## src/rtl/uart_rx_decoder_pkg.sv

```systemverilog
// Shared packet layout and protocol constants for the RX packet decoder.
package uart_rx_decoder_pkg;

  typedef enum logic [1:0] {
    PKT_UNUSED = 2'b00,
    PKT_DATA   = 2'b01,
    PKT_CFG_WR = 2'b10,
    PKT_CFG_RD = 2'b11
  } pkt_type_e;

  localparam int TYPE_LSB   = 0;
  localparam int TYPE_MSB   = 1;
  localparam int ID_LSB     = 2;
  localparam int ID_MSB     = 9;
  localparam int ADDR_LSB   = 10;
  localparam int ADDR_MSB   = 17;
  localparam int DATA_LSB   = 18;
  localparam int DATA_MSB   = 25;
  localparam int MAGIC_LSB  = 26;
  localparam int MAGIC_MSB  = 57;
  localparam int MARKER_BIT = 62;

  localparam logic [31:0] CFG_MAGIC = 32'h8950_4E47;
  localparam logic [7:0]  BCAST_ID  = 8'hFF;

endpackage

```

## src/rtl/uart_rx_decoder_sat_counter.sv

```systemverilog
// Saturating up-counter with synchronous clear; clear beats increment.
module uart_rx_decoder_sat_counter #(
  parameter int W = 12
) (
  input  logic         clk_i,
  input  logic         rst_i,
  input  logic         inc_i,
  input  logic         clr_i,
  output logic [W-1:0] count_o
);

  logic [W-1:0] count_q, count_d;

  always_comb begin
    count_d = count_q;
    if (clr_i) begin
      count_d = '0;
    end else if (inc_i && (count_q != '1)) begin
      count_d = count_q + 1'b1;
    end
  end

  always_ff @(posedge clk_i or posedge rst_i) begin
    if (rst_i) begin
      count_q <= '0;
    end else begin
      count_q <= count_d;
    end
  end

  assign count_o = count_q;

endmodule

```

## src/rtl/uart_rx_decoder.sv

```systemverilog
// Unloads RX packets, executes config writes/reads locally and forwards data,
// foreign and broadcast packets plus read replies to the TX path.
module uart_rx_decoder
  import uart_rx_decoder_pkg::*;
#(
  parameter int          WIDTH        = 64,
  parameter int          FIFO_BITS    = 11,
  parameter logic [31:0] MAGIC        = CFG_MAGIC,
  parameter logic [7:0]  BROADCAST_ID = BCAST_ID
) (
  input  logic                 clk,
  input  logic                 reset,
  input  logic [7:0]           chip_id,
  input  logic [WIDTH-2:0]     rx_data,
  input  logic                 rx_empty,
  output logic                 uld_rx_data,
  output logic [7:0]           cfg_addr,
  output logic [7:0]           cfg_wdata,
  output logic                 cfg_we,
  input  logic [7:0]           cfg_rdata,
  output logic [WIDTH-2:0]     fwd_data,
  output logic                 fwd_valid,
  input  logic                 fwd_ready,
  input  logic                 clr_bad_packets,
  output logic [FIFO_BITS:0]   bad_packets,
  output logic                 busy
);

  typedef enum logic [2:0] {
    ST_IDLE, ST_UNLOAD, ST_CAPTURE, ST_DECODE,
    ST_WRITE, ST_READ, ST_REPLY, ST_FWD
  } state_e;

  state_e           state_q;
  logic [WIDTH-2:0] pkt_q;
  logic             bcast_wr_q;
  logic             uld_q;
  logic             cfg_we_q;
  logic             fwd_valid_q;
  logic [7:0]       cfg_addr_q;
  logic [7:0]       cfg_wdata_q;

  pkt_type_e        pkt_type;
  logic             is_me, is_bcast, is_cfg, magic_ok, bad_pkt;

  always_comb begin
    pkt_type = pkt_type_e'(pkt_q[TYPE_MSB:TYPE_LSB]);
    is_me    = (pkt_q[ID_MSB:ID_LSB] == chip_id);
    is_bcast = (pkt_q[ID_MSB:ID_LSB] == BROADCAST_ID);
    is_cfg   = (pkt_type == PKT_CFG_WR) || (pkt_type == PKT_CFG_RD);
    magic_ok = (pkt_q[MAGIC_MSB:MAGIC_LSB] == MAGIC);
    bad_pkt  = 1'b0;
    if (state_q == ST_DECODE) begin
      bad_pkt = (pkt_type == PKT_UNUSED) || (is_cfg && (is_me || is_bcast) && !magic_ok);
    end
  end

  // Strobes default low every cycle so uld/we are single-cycle pulses.
  always_ff @(posedge clk or posedge reset) begin
    if (reset) begin
      state_q     <= ST_IDLE;
      pkt_q       <= '0;
      bcast_wr_q  <= 1'b0;
      uld_q       <= 1'b0;
      cfg_we_q    <= 1'b0;
      fwd_valid_q <= 1'b0;
      cfg_addr_q  <= '0;
      cfg_wdata_q <= '0;
    end else begin
      uld_q    <= 1'b0;
      cfg_we_q <= 1'b0;
      case (state_q)
        ST_IDLE: begin
          if (!rx_empty) begin
            uld_q   <= 1'b1;
            state_q <= ST_UNLOAD;
          end
        end
        ST_UNLOAD:  state_q <= ST_CAPTURE;
        ST_CAPTURE: begin
          pkt_q   <= rx_data;
          state_q <= ST_DECODE;
        end
        ST_DECODE: begin
          bcast_wr_q <= 1'b0;
          if (pkt_type == PKT_DATA || (is_cfg && !is_me && !is_bcast)) begin
            fwd_valid_q <= 1'b1;
            state_q     <= ST_FWD;
          end else if (bad_pkt) begin
            state_q <= ST_IDLE;
          end else if (pkt_type == PKT_CFG_WR) begin
            cfg_addr_q  <= pkt_q[ADDR_MSB:ADDR_LSB];
            cfg_wdata_q <= pkt_q[DATA_MSB:DATA_LSB];
            cfg_we_q    <= 1'b1;
            bcast_wr_q  <= is_bcast;
            state_q     <= ST_WRITE;
          end else if (is_bcast) begin
            // Broadcast reads have no single responder: pass along, no reply.
            fwd_valid_q <= 1'b1;
            state_q     <= ST_FWD;
          end else begin
            cfg_addr_q <= pkt_q[ADDR_MSB:ADDR_LSB];
            state_q    <= ST_READ;
          end
        end
        ST_WRITE: begin
          if (bcast_wr_q) begin
            fwd_valid_q <= 1'b1;
            state_q     <= ST_FWD;
          end else begin
            state_q <= ST_IDLE;
          end
        end
        ST_READ:  state_q <= ST_REPLY;
        ST_REPLY: begin
          pkt_q[DATA_MSB:DATA_LSB] <= cfg_rdata;
          pkt_q[MARKER_BIT]        <= 1'b1;
          fwd_valid_q              <= 1'b1;
          state_q                  <= ST_FWD;
        end
        ST_FWD: begin
          if (fwd_ready) begin
            fwd_valid_q <= 1'b0;
            state_q     <= ST_IDLE;
          end
        end
        default: state_q <= ST_IDLE;
      endcase
    end
  end

  uart_rx_decoder_sat_counter #(
    .W(FIFO_BITS + 1)
  ) u_bad_cnt (
    .clk_i   (clk),
    .rst_i   (reset),
    .inc_i   (bad_pkt),
    .clr_i   (clr_bad_packets),
    .count_o (bad_packets)
  );

  assign uld_rx_data = uld_q;
  assign cfg_addr    = cfg_addr_q;
  assign cfg_wdata   = cfg_wdata_q;
  assign cfg_we      = cfg_we_q;
  assign fwd_data    = pkt_q;
  assign fwd_valid   = fwd_valid_q;
  assign busy        = (state_q != ST_IDLE);

endmodule

```

## config.mk

```make
export PLATFORM = sky130hd
export DESIGN_NAME = uart_rx_decoder
export DESIGN_NICKNAME = d
export VERILOG_FILES = /design/src/rtl/uart_rx_decoder_pkg.sv /design/src/rtl/uart_rx_decoder_sat_counter.sv /design/src/rtl/uart_rx_decoder.sv
export SDC_FILE = /design/constraint.sdc
export NUM_CORES = 1
export LEC_CHECK = 0
export ABC_AREA = 0
export CAP_MARGIN = 25
export CORE_UTILIZATION = 25
export CTS_CLUSTER_DIAMETER = 60
export DETAILED_ROUTE_END_ITERATION = 8
export SETUP_SLACK_MARGIN = 0.15
export SYNTH_ARGS = -nofsm -noshare
export SYNTH_HDL_FRONTEND = slang
export SYNTH_SLANG_ARGS = --single-unit
```

## constraint.sdc

```tcl
create_clock -name clk -period 3.8 [get_ports clk]
set_input_delay 0.76 -clock clk [delete_from_list [all_inputs] [get_ports clk]]
set_output_delay 0.76 -clock clk [all_outputs]
set_load 0.005 [all_outputs]
```

==> impl_metrics.env, run 1 <==
export IMPL_chipWidth_microns=133
export IMPL_post_route_period_util=0.767
export IMPL_cts_made_buffers=9
export IMPL_global_route_usage_total=0.135
export IMPL_drt_drc_violations_left=0
export IMPL_power_density_mw_per_mm2=697
export IMPL_post_cts_resized=0
export IMPL_setup_viol=0
export IMPL_start_util=0.257
export IMPL_grt_antenna_before_repair=0
export IMPL_cts_clk_slew_worst_paths_ns=0.06
export IMPL_final_nets=608
export IMPL_synth_seq_cells=98
export IMPL_postSynth_asyncResetShare=1.00
export IMPL_setup_tns_ns=0
export IMPL_combinational_family_with_the_most_area_after_synthesis="multiplexers"
export IMPL_critical_path_n_buffers_inverters=1
export IMPL_synthXorXnorAreaFrac=0.0164
export IMPL_antenna_violating_nets_post_route=0
export IMPL_dp_hpwl_mm=8.25
export IMPL_routed_via_count=3409
export IMPL_post_drt_wl_per_cell_microns=15.4
export IMPL_final_hold_viol_count=0
export IMPL_grt_overflow_total=0
export IMPL_setup_worst_path_class="input pin to flop"
export IMPL_drt_first_pass_iters=4
export IMPL_power_mw=4.65
export IMPL_io_pins=179
export IMPL_netlist_area_sq_mm=0.00428
export IMPL_yosys_area_share_adder=0.00292
export IMPL_cts_num_sinks=98
export IMPL_least_margin_pin_slew_ns=0.866
export IMPL_req_time_crit_path_ns=4.05
export IMPL_max_slew_margin=0.423
export IMPL_drv_slew=0
export IMPL_post_cts_hold_buffer_count=0
export IMPL_skew_ns=0.00882
export IMPL_postCtsSetupBuffers=0
export IMPL_drv_cap=0
export IMPL_leak_nw=2.70
export IMPL_startpoint_type="input pin"
export IMPL_grt_max_degree=57
export IMPL_primary_ff_master_synth="dfrtp_1"
export IMPL_io_buf_count=178
export IMPL_synth_distinct_cells=38
export IMPL_grt_pass1_wl_mm=18.5
export IMPL_grt_pass1_vias=3632
export IMPL_max_stage_delay_ns=0.68
export IMPL_timing_critical_path_max_delay_family="simple AND/OR/NAND/NOR gates"
export IMPL_floorplan_die_height_microns=133
export IMPL_worstPathArrival_ns=3.17
export IMPL_max_freq_mhz=343
export IMPL_yosysSeqAreaShare=0.573
export IMPL_gp_routability_congestion=0.766
export IMPL_floorplan_rows=47
export IMPL_worst_setup_path_end_kind="flop"
export IMPL_clk_latency_worst_skew_pair_ns=0.35
export IMPL_core_area_sq_mm=0.0166
export IMPL_avgViaCountPerCell=4.56
export IMPL_run_status="complete, no violations"
export IMPL_syn_area_per_cell_sq_um=12.3
export IMPL_proportion_of_synthesized_area_in_mux_cells=0.205
export IMPL_antenna_diode_instance_count=0
export IMPL_synth_simple_gate_area_share=0.118
export IMPL_critical_path_slowest_cell="or4_4"
export IMPL_final_fill_count=1568
export IMPL_flow_area_growth_from_synthesis_pct=55.7
export IMPL_synth_nets=433
export IMPL_ctsRootBufferMaster="clkbuf_16"
export IMPL_rsz0062_at_grt="false"
export IMPL_cts_tree="built"
export IMPL_drive_above_1_share=0.182
export IMPL_htree_levels=3
export IMPL_wl_mm=11.5
export IMPL_holdWs_ns=0.496
export IMPL_hold_path_class="flop to flop"
export IMPL_vdd_drop_max_mv=0.332
export IMPL_post_synth_inst_count=348
export IMPL_path_max_fanout=21
export IMPL_die_area_sq_mm=0.0176
export IMPL_synth_compound_gate_area_share=0.0596
export IMPL_post_synth_edffs=0
export IMPL_final_period_minus_worst_setup_slack_ns=2.91
export IMPL_ys_warnings_count=0
export IMPL_cts_root_to_sink_buffers=2
export IMPL_drt_iter0_drc=89
export IMPL_cp_cell_sequence="clkdlybuf4s50_1 -> xor2_1 -> nor4_2 -> a211oi_1 -> or4_4 -> or4_1 -> a21oi_1"
## cells in the final DEF, fill, tap and decap left out, types with 3 or more instances in the layout
cell type	instances
nand3_1	6
nor4b_1	4
clkbuf_16	9
or3_1	4
nand4_1	6
inv_1	7
or4_1	5
mux2_2	71
mux2i_1	8
nor2_1	19
and4_1	3
o21ai_0	16
nor2b_1	4
nand2_1	25
nor4_1	4
o31ai_1	5
bufinv_16	3
buf_4	3
xor2_1	8
nor3_1	6
a21oi_1	10
clkdlybuf4s50_1	178
dfrtp_1	98
## registers in the layout, indices dropped and copies added, names as in the netlist
register           count
u_bad_cnt.count_o     12
fwd_valid              1
bcast_wr_q             1
uld_rx_data            1
cfg_addr               8
state_q                3
fwd_data              63
cfg_wdata              8
cfg_we                 1
## worst register-to-register path: cells and delay by family (launching register included)
kind,cells,cell delay (ns)
and+or+nand+nor,4,1.88
DFF,1,0.39
muxes,1,0.39
## stage by stage
stage | instances | setup WS (ns) | util | instance area [sq um]
after detailed placement | 732 | 0.528 | 0.379 | 6310
after floorplan | 348 | 0.478 | - | 4280
after CTS | 747 | 0.843 | 0.401 | 6670
after global routing | 747 | 0.774 | 0.401 | 6670
final | 747 | 0.886 | 0.401 | 6670
after global placement | 732 | 0.602 | 0.379 | 6310
## routing by layer
layer  global-route usage  vias to the layer above  routed length (microns)
met4               0.0587                        0                      176
met5                    0                        -                        0
met1                0.154                     1668                     4630
met3               0.0475                       11                      972
li1                     -                     1607                        -
met2                0.227                      123                     5690
## kinds of logic (layout without fill, tap and decap cells)
family,after synthesis,after routing
AO/OA/AOI/OAI,42,42
XOR/XNOR,8,8
adder cells (fa/ha/maj),1,1
buffers and inverters,26,205
flip-flops,98,98
multiplexers,79,79
AND/OR/NAND/NOR,94,94
## cells in the mapped netlist, types with 2 or more instances
cell	count	area, sq um
nand3_1	6	30.0
mux2i_1	8	80.1
clkbuf_1	16	60.1
and3_1	2	12.5
a21oi_1	10	50.1
a211oi_1	2	15.0
or3_1	4	25.0
nor2b_1	4	25.0
dfrtp_1	98	2450
nor2_1	20	75.1
o31ai_1	5	37.5
nor3_1	6	30.0
and4_1	3	26.3
nand4_1	6	37.5
xor2_1	8	70.1
mux2_2	71	800
nor4_1	4	25.0
inv_1	8	30.0
or4_1	5	37.5
nand2_1	25	93.8
nor4b_1	4	35.0
o21ai_0	16	80.1
nor4_2	2	25.0
## final timing paths
kind / startpoint / to / slack (ns) / cells past startpoint
min reg2reg: fwd_data[21]$_DFFE_PP0P_ / fwd_data[21]$_DFFE_PP0P_ / 0.50 / 2
min: fwd_data[21]$_DFFE_PP0P_ / fwd_data[21]$_DFFE_PP0P_ / 0.50 / 2
min in group asynchronous: reset / fwd_data[10]$_DFFE_PP0P_ / 0.86 / 2
max reg2reg: fwd_data[55]$_DFFE_PP0P_ / cfg_wdata[4]$_DFFE_PP0P_ / 1.01 / 5
max in group asynchronous: reset / fwd_data[12]$_DFFE_PP0P_ / 2.24 / 3
max: chip_id[7] / u_bad_cnt.count_o[9]$_DFFE_PP0P_ / 0.89 / 7
## layout make-up
cell class                      instances  area [sq um]  area share
Clock inverter                          4          98.8      0.0148
Tap cell                              220           275      0.0413
Inverter                                8          32.5     0.00488
Clock buffer                           11           253      0.0379
Timing Repair Buffer                  182          1820       0.274
Multi-Input combinational cell        224          1730       0.260
Sequential cell                        98          2450       0.368
## power breakdown
group	internal, mW	total (mW)	leakage [nW]	switching [mW]
combinational	1.16	1.80	1.31	0.638
clock	0.677	1.07	0.172	0.389
sequential	1.42	1.78	1.22	0.360
(Power assumes the default switching activity.)
==> run 2, diff against run 1 <==
- clock period: 3.8 -> 2.7 ns (I/O delays scaled with it)
==> impl_metrics.env, run 2 (same netlist as run 1, synthesis figures left out) <==
export IMPL_run_status="complete, no violations"
export IMPL_avgViaCountPerCell=4.51
export IMPL_worst_setup_path_end_kind="flop"
export IMPL_post_drt_wl_per_cell_microns=15.3
export IMPL_drt_first_pass_iters=4
export IMPL_critical_path_slowest_cell="or4_4"
export IMPL_grt_antenna_before_repair=0
export IMPL_critical_path_n_buffers_inverters=1
export IMPL_ff_latch_area_sq_mm=0.00245
export IMPL_chipWidth_microns=133
export IMPL_antenna_violating_nets_post_route=0
export IMPL_rsz0062_at_grt="true"
export IMPL_global_route_usage_total=0.142
export IMPL_ctsRootBufferMaster="clkbuf_16"
export IMPL_worstPathArrival_ns=2.74
export IMPL_wl_mm=11.8
export IMPL_drv_slew=0
export IMPL_grt_overflow_total=0
export IMPL_setup_viol=0
export IMPL_flow_area_growth_from_synthesis_pct=60.6
export IMPL_vdd_drop_max_mv=0.636
export IMPL_grt_pass1_wl_mm=19.4
export IMPL_antenna_diode_instance_count=0
export IMPL_cp_cell_sequence="xor2_1 -> nor4_2 -> a211oi_2 -> or4_4 -> buf_6 -> or4_4 -> a21oi_2"
export IMPL_routed_via_count=3468
export IMPL_timing_critical_path_max_delay_family="simple AND/OR/NAND/NOR gates"
export IMPL_power_density_mw_per_mm2=963
export IMPL_max_slew_margin=0.529
export IMPL_cts_tree="built"
export IMPL_gp_routability_congestion=0.756
export IMPL_start_util=0.257
export IMPL_grt_max_degree=57
export IMPL_final_hold_viol_count=0
export IMPL_path_max_fanout=5
export IMPL_largest_register_ff_count=63
export IMPL_min_from="fwd_data[62]$_DFFE_PP0P_"
export IMPL_cts_made_buffers=9
export IMPL_io_buf_count=178
export IMPL_critPathMostFrequentCell="or4_4"
export IMPL_post_dp_cell_area_sq_mm=0.00641
export IMPL_worstReg2RegStart="fwd_data[9]$_DFFE_PP0P_"
export IMPL_dp_hpwl_mm=8.45
export IMPL_cp_startpoint="fwd_data[9]$_DFFE_PP0P_"
export IMPL_setup_slack_ns=0.229
export IMPL_drv_cap=0
export IMPL_die_area_sq_mm=0.0176
export IMPL_pre_cts_ws_ns=-0.325
export IMPL_least_margin_pin_slew_ns=0.706
export IMPL_mostFrequentLayoutCell="clkdlybuf4s50_1"
export IMPL_core_area_sq_mm=0.0166
export IMPL_drt_iter0_drc=129
export IMPL_startpoint_type="flop"
export IMPL_hold_path_class="flop to flop"
export IMPL_final_period_minus_worst_setup_slack_ns=2.47
export IMPL_final_nets=630
export IMPL_final_cell_area_sq_mm=0.00688
export IMPL_io_pins=179
export IMPL_htree_levels=3
export IMPL_setup_worst_path_class="flop to flop"
export IMPL_cts_clk_slew_worst_paths_ns=0.06
export IMPL_clk_latency_worst_skew_pair_ns=0.34
export IMPL_floorplan_die_height_microns=133
export IMPL_final_fill_count=1566
export IMPL_grt_pass1_vias=3761
export IMPL_setup_tns_ns=0
export IMPL_leak_nw=2.81
export IMPL_floorplan_rows=47
export IMPL_max_freq_mhz=405
export IMPL_post_cts_hold_buffer_count=0
export IMPL_post_route_period_util=0.915
export IMPL_req_time_crit_path_ns=2.97
export IMPL_multi_input_area_sq_mm=0.00181
export IMPL_fin_cells=769
export IMPL_dp_cells=744
export IMPL_drive_above_1_share=0.242
export IMPL_cts_root_to_sink_buffers=2
export IMPL_drt_drc_violations_left=0
export IMPL_skew_ns=0.00835
export IMPL_max_stage_delay_ns=0.58
export IMPL_mostFrequentLayoutCells="clkdlybuf4s50_1, dfrtp_1, mux2_2"
export IMPL_cts_num_sinks=98
[run 2: worst min-delay path, stage by stage, from the launching register on]
cell	delay [ns]
dfrtp_1	0.34
nand2_1	0.05
o21ai_0	0.06
[run 2: power by group]
group	internal, mW	leakage (nW)	switching, mW
clock network	0.807	0.147	0.535
registers	2.01	1.22	0.472
logic	1.80	1.44	0.996
[run 2: what timing repair did]
action	CTS	global route
resized for setup	18	17
pin swaps	8	10
buffers inserted	5	5
endpoints found under the setup margin	26	27
[run 2: per-stage QoR]
stage          hold WS, ns  total power [mW]   util
3_5_place_dp         0.480              5.19  0.385
6_report             0.486              6.62  0.413
5_1_grt              0.516              7.11  0.413
3_3_place_gp         0.478              5.14  0.385
4_1_cts              0.495              6.65  0.407
2_1_floorplan        0.473              3.63      -
[run 2: worst paths after layout]
| path | endpoint | slack [ns] | cells past startpoint |
|---|---|---|---|
| setup / recovery | u_bad_cnt.count_o[11]$_DFFE_PP0P_ | 0.23 | 7 |
| hold / removal | fwd_data[62]$_DFFE_PP0P_ | 0.49 | 2 |
| setup reg to reg | u_bad_cnt.count_o[11]$_DFFE_PP0P_ | 0.23 | 7 |
| hold reg to reg | fwd_data[62]$_DFFE_PP0P_ | 0.49 | 2 |
| max in group asynchronous | fwd_data[9]$_DFFE_PP0P_ | 1.40 | 3 |
| min in group asynchronous | fwd_data[50]$_DFFE_PP0P_ | 0.72 | 3 |
[run 2: area by class of cell]
class | count | share of cell area
clock buffers | 12 | 0.0344
inverters | 8 | 0.00491
flip-flops and latches | 98 | 0.357
repair buffers | 204 | 0.290
well taps | 220 | 0.0400
clock inverters | 3 | 0.00946
multi-input cells | 224 | 0.264
[run 2: routing by layer]
metal	vias to the layer above	part of all wire	GRT usage
met5	-	0	0
met4	0	0.014	0.0402
met3	12	0.084	0.0678
met2	114	0.50	0.235
met1	1698	0.41	0.163
li1	1644	-	-
